<file path="src/rtl/ldl_ram_p1_be.sv">
// ldl_ram_p1_be -- single-port synchronous RAM with byte-lane write enables,
// selectable read-during-write behaviour, optional output register and a
// clear sequencer that sweeps INIT_VAL into every word after reset or on clr.
//
// Ports:
//   clk     rising-edge clock
//   rst_n   asynchronous active-low reset (forces a fresh clear sweep)
//   clr     request a full-memory clear, honoured only when idle
//   busy    high while the clear sweep runs; re/we/clr ignored meanwhile
//   re, we  read / write enables (shared address)
//   be      byte-lane write enables, lane i = din[i*BWIDTH +: BWIDTH]
//   addr    word address
//   din     write data
//   dout    read data, held between reads
//   dvalid  one-cycle pulse for each new word on dout
//
// Storage is split into one sub-module per byte lane; each lane owns its own
// memory and first-stage read register so lane writes stay independent.

module ldl_ram_p1_be_lane #(
    parameter int AWIDTH  = 6,
    parameter int BWIDTH  = 8,
    parameter int RD_MODE = 0
) (
    input  logic              clk,
    input  logic              rst_n,
    input  logic              wen,
    input  logic              ren,
    input  logic [AWIDTH-1:0] addr,
    input  logic [BWIDTH-1:0] wdata,
    output logic [BWIDTH-1:0] rdata
);
    // No reset on the array: contents are defined by the clear sweep.
    logic [BWIDTH-1:0] mem [2**AWIDTH];

    always_ff @(posedge clk) begin
        if (wen) mem[addr] <= wdata;
    end

    // Write-first bypasses the freshly written lane; unwritten lanes
    // (wen low) always return the stored value.
    always_ff @(posedge clk or negedge rst_n) begin
        if (!rst_n)   rdata <= '0;
        else if (ren) rdata <= (RD_MODE == 1 && wen) ? wdata : mem[addr];
    end
endmodule

module ldl_ram_p1_be #(
    parameter int                DWIDTH   = 32,
    parameter int                AWIDTH   = 6,
    parameter int                BWIDTH   = 8,
    parameter int                RD_MODE  = 0,
    parameter int                OREG     = 0,
    parameter logic [DWIDTH-1:0] INIT_VAL = '0
) (
    input  logic                       clk,
    input  logic                       rst_n,
    input  logic                       clr,
    output logic                       busy,
    input  logic                       re,
    input  logic                       we,
    input  logic [DWIDTH/BWIDTH-1:0]   be,
    input  logic [AWIDTH-1:0]          addr,
    input  logic [DWIDTH-1:0]          din,
    output logic [DWIDTH-1:0]          dout,
    output logic                       dvalid
);
    localparam int NBYTE  = DWIDTH / BWIDTH;
    localparam int DEPTH  = 2**AWIDTH;
    localparam int STAGES = OREG;
    localparam int VW     = STAGES + 1;

    generate
        if (DWIDTH % BWIDTH != 0) begin : g_bad_width
            $error("ldl_ram_p1_be: DWIDTH (%0d) must be a multiple of BWIDTH (%0d)", DWIDTH, BWIDTH);
        end
        if (RD_MODE < 0 || RD_MODE > 2) begin : g_bad_mode
            $error("ldl_ram_p1_be: RD_MODE (%0d) must be 0, 1 or 2", RD_MODE);
        end
        if (OREG < 0 || OREG > 1) begin : g_bad_oreg
            $error("ldl_ram_p1_be: OREG (%0d) must be 0 or 1", OREG);
        end
    endgenerate

    typedef enum logic {CLEAR, IDLE} state_t;

    state_t            state;
    logic [AWIDTH-1:0] cnt;
    logic              busy_q;
    logic              sweep;
    logic              rd;

    // Clear sequencer: one word per cycle, leaves on the cycle that writes
    // the last address; cnt wraps back to 0 naturally.
    always_ff @(posedge clk or negedge rst_n) begin
        if (!rst_n) begin
            state  <= CLEAR;
            cnt    <= '0;
            busy_q <= 1'b1;
        end else begin
            case (state)
                CLEAR: begin
                    cnt <= cnt + 1'b1;
                    if (cnt == AWIDTH'(DEPTH - 1)) begin
                        state  <= IDLE;
                        busy_q <= 1'b0;
                    end
                end
                default: begin
                    if (clr) begin
                        state  <= CLEAR;
                        cnt    <= '0;
                        busy_q <= 1'b1;
                    end
                end
            endcase
        end
    end

    assign busy  = busy_q;
    assign sweep = (state == CLEAR);

    // No-change mode drops the read entirely when a write shares the cycle.
    assign rd = re && !sweep && !(RD_MODE == 2 && we);

    logic [NBYTE-1:0][BWIDTH-1:0] lane_q;

    generate
        for (genvar i = 0; i < NBYTE; i++) begin : g_lane
            ldl_ram_p1_be_lane #(
                .AWIDTH (AWIDTH),
                .BWIDTH (BWIDTH),
                .RD_MODE(RD_MODE)
            ) u_lane (
                .clk  (clk),
                .rst_n(rst_n),
                .wen  (sweep || (we && be[i])),
                .ren  (rd),
                .addr (sweep ? cnt : addr),
                .wdata(sweep ? INIT_VAL[i*BWIDTH +: BWIDTH] : din[i*BWIDTH +: BWIDTH]),
                .rdata(lane_q[i])
            );
        end
    endgenerate

    // vld_pipe[0] tracks the lane read register, vld_pipe[STAGES] is dvalid.
    logic [STAGES:0] vld_pipe;

    always_ff @(posedge clk or negedge rst_n) begin
        if (!rst_n) vld_pipe <= '0;
        else        vld_pipe <= VW'({vld_pipe, rd});
    end

    assign dvalid = vld_pipe[STAGES];

    generate
        if (OREG == 1) begin : g_oreg
            logic [DWIDTH-1:0] dq;
            // Only advance on valid data so dout holds between reads.
            always_ff @(posedge clk or negedge rst_n) begin
                if (!rst_n)           dq <= '0;
                else if (vld_pipe[0]) dq <= lane_q;
            end
            assign dout = dq;
        end else begin : g_noreg
            assign dout = lane_q;
        end
    endgenerate
endmodule

</file>
<file path="config.mk">
export PLATFORM = sky130hd
export DESIGN_NAME = ldl_ram_p1_be
export DESIGN_NICKNAME = d
export VERILOG_FILES = /design/src/rtl/ldl_ram_p1_be.sv
export SDC_FILE = /design/constraint.sdc
export NUM_CORES = 2
export LEC_CHECK = 0
export CAP_MARGIN = 20
export CORE_ASPECT_RATIO = 0.7
export CORE_UTILIZATION = 55
export DETAILED_ROUTE_END_ITERATION = 10
export GPL_TIMING_DRIVEN = 1
export MAX_ROUTING_LAYER = met4
export PLACE_DENSITY = 0.71
export SYNTH_ARGS = -nofsm -noshare
export SYNTH_HDL_FRONTEND = slang
export SYNTH_SLANG_ARGS = --single-unit
</file>
<file path="constraint.sdc">
create_clock -name clk -period 3.2 [get_ports clk]
set_clock_uncertainty 0.15 [all_clocks]
set_input_delay 0.64 -clock clk [delete_from_list [all_inputs] [get_ports clk]]
set_output_delay 0.64 -clock clk [all_outputs]
set_load 0.05 [all_outputs]
</file>
==> metrics <==
commonest non-fill, non-tap cell in the layout edfxtp_1; slowest stage cell, crit path a221oi_4; gr ovfl total 0; R2R cell count 10; worst slew pin tran 1015 ps; Die W 454.4 um; Tmin final 3268 ps; DIE AREA 144800 sq um; Fin. Hold Viols 0; worst skew pair latency 810 ps; ys async rst share 0.01963; Hold Path Stages 2; Nets 5415; H-tree depth 4; slowest stage delay, CP 540 ps; clk slew on worst S/H paths 60 ps; DIE HEIGHT 318.7 um; period utilisation layout 1.021; ys flop type edfxtp_1; vias in the first global route 46487; critical path class flip-flop to flip-flop; Seq. cell area 62530 sq um; crit-path cells buf_12, and4b_2, or2_4, buf_12, buf_4, a22oi_1, buf_4, nand4_1, a221oi_4, a31oi_1; Clock Tree Buf Depth 3; top-area cell type share of the netlist area 0.7803; Avg Cell Area, Syn 17.29 sq um; reg2reg end g_lane[3].u_lane.rdata[2]; Core Region 141300 sq um; Yosys cell types 55; placed cell areas 88520 sq um; Synth Instances 4557; Area contributors post-synth edfxtp_1 78%, mux2i_1 4.7%, a22oi_1 4.5%, o22ai_1 1.5%, nor2_1 1.4%; PortBufs 80; post-synthesis register bit count 2089; CTS tree built; P&R area growth vs syn 19.81%; fmax 306.0 MHz; max-cap check violation count 0; Final Setup Violations 1; PwrDens 878.3 nW/um^2; Hold Path Origin busy; drt via density 6.475; RR Startpoint state; syn_nets 4605; failing checks negative setup slack; slew margin rel. 0.3233; Initial Util 0.5578; reg2reg setup slack -70 ps; Antenna Nets Post-Route 0; global placer's final weighted congestion 0.9282; CTS Buf Count 180; fillers 9229; TritonRoute pass-1 iters 6; Peak VDD IR 0.6266 mV; Worst Setup Slack, final -67.92 ps; register area share after synthesis 0.7934; pre-CTS setup slack -765.9 ps; final WL 218.1 mm; # IOs 81; Pwr Total 82.94 mW; Startpoint Class flip-flop; hold crit path type flip-flop to flip-flop; number of synthesized flops with an enable pin 2048; most frequent cells in the layout 2048 x edfxtp_1, 726 x buf_4, 477 x a22oi_1; Setup crit end kind flip-flop; clock root cell clkbuf_16; post-route cell area 94430 sq um; Critical Path RT 3710 ps; hpwl dp 140.4 mm; pin count of the biggest net entering global routing 65; GRT Total Usage 0.3098; # DRC 0; Sink Count 2089; Final Util 0.6683; share of layout cells above drive strength 1 0.2147; crit path max fanout 22; yosys warns 0; Synth Cell Area 78810 sq um; static leakage 32.42 nW; 1st-iter DRT viols 6793; post-synth top area cell edfxtp_1; area of the multi-input gates 14970 sq um; antenna violations before repair 4; # rows 115; arrival time worst endpoint 3780 ps; final slew viol count 0; hold endpoint busy; first-pass GRT wire length 315.7 mm; Avg WL per Cell 29.51 um; status finished, violations left; total vias in the final route 47851
[report_power, final]
group	leakage, nW	internal (mW)	total, mW	switching, mW
sequential	19.5	32.3	33.1	0.826
clock	2.82	12.1	21.7	9.54
combinational	10.1	11.0	28.1	17.1
total	32.4	55.4	82.9	27.5
[how the worst max path moves through the flow]
stage,cells past startpoint,startpoint,to
after floorplan,8,addr[1],g_lane[2].u_lane.mem[0][0]
after global placement,13,addr[2],g_lane[2].u_lane.rdata[0]
after detailed placement,13,addr[2],g_lane[2].u_lane.rdata[0]
after CTS,10,state,g_lane[3].u_lane.rdata[2]
after global routing,10,state,g_lane[3].u_lane.rdata[2]
final,10,state,g_lane[3].u_lane.rdata[2]
[cell families (layout without fill, tap and decap cells)]
family,Yosys count,in the layout,share of synthesized area
AOI/OAI and AO/OA,1122,1122,0.1016
xor gates and xnor gates,2,2,0.0002223
adders and majority gates,1,1,0.0001587
buffers and inverters,308,1265,0.01977
DFF,2089,2089,0.7934
muxes,371,371,0.04720
other,0,4,0
and+or+nand+nor,664,664,0.03769
[timing repair]
action                                 CTS  global route
endpoints found under the hold margin   40             0
gates cloned                             0             1
gates resized for setup                  8             7
hold buffers                             1             0
setup endpoints to repair                7             7
buffers inserted                         0             1
pin swaps                                0             2
[sequential cells by signal, indices dropped and copies added (netlist names)]
signal	cells
busy	1
g_lane.u_lane.rdata	32
cnt	6
state	1
dvalid	1
g_lane.u_lane.mem	2048
[metal layers]
layer / share of wire / up-vias / wire, um / track usage
met5: 0 / - / 0 / -
li1: - / 20169 / - / -
met4: 0.034 / 0 / 7384 / 0.1033
met1: 0.39 / 24055 / 85790 / 0.4475
met3: 0.13 / 394 / 28260 / 0.07575
met2: 0.44 / 3233 / 96650 / 0.4332
[critical path, delay by kind of cell, from the launching register on]
kind	cells	cell delay, ps
AND/OR/NAND/NOR	3	930
buffers and inverters	4	730
AO/OA/AOI/OAI	3	840
flip-flops	1	460
[Yosys cell counts (44+ instances only)]
cell	n
o21ai_0	93
edfxtp_1	2048
o22ai_1	186
nand2_1	176
mux2i_1	369
clkbuf_1	91
a21oi_1	55
buf_2	141
a22o_1	54
a221oi_1	76
a31oi_1	98
nor2_1	300
a22oi_1	477
a41oi_1	44
[stage by stage]
stage / setup TNS (ps) / cells / hold WS [ps]
floorplan: 0 / 4557 / 194.4
global placement: -128090 / 7054 / 304.7
detailed placement: -168150 / 7054 / 308.3
CTS: 0 / 7384 / 319.6
global route: -69.73 / 7389 / 332.2
finish: -67.92 / 7390 / 315.6
[area by class of cell]
class / count / share of cell area
antenna: 4 / 0.0001060
clock buffer: 256 / 0.05333
clock inverter: 73 / 0.007831
inverter: 4 / 0.0001590
multi-input combinational: 2160 / 0.1586
sequential: 2089 / 0.6622
tap: 1872 / 0.02481
timing repair buffer: 932 / 0.09297
(Power assumes the default switching activity.)
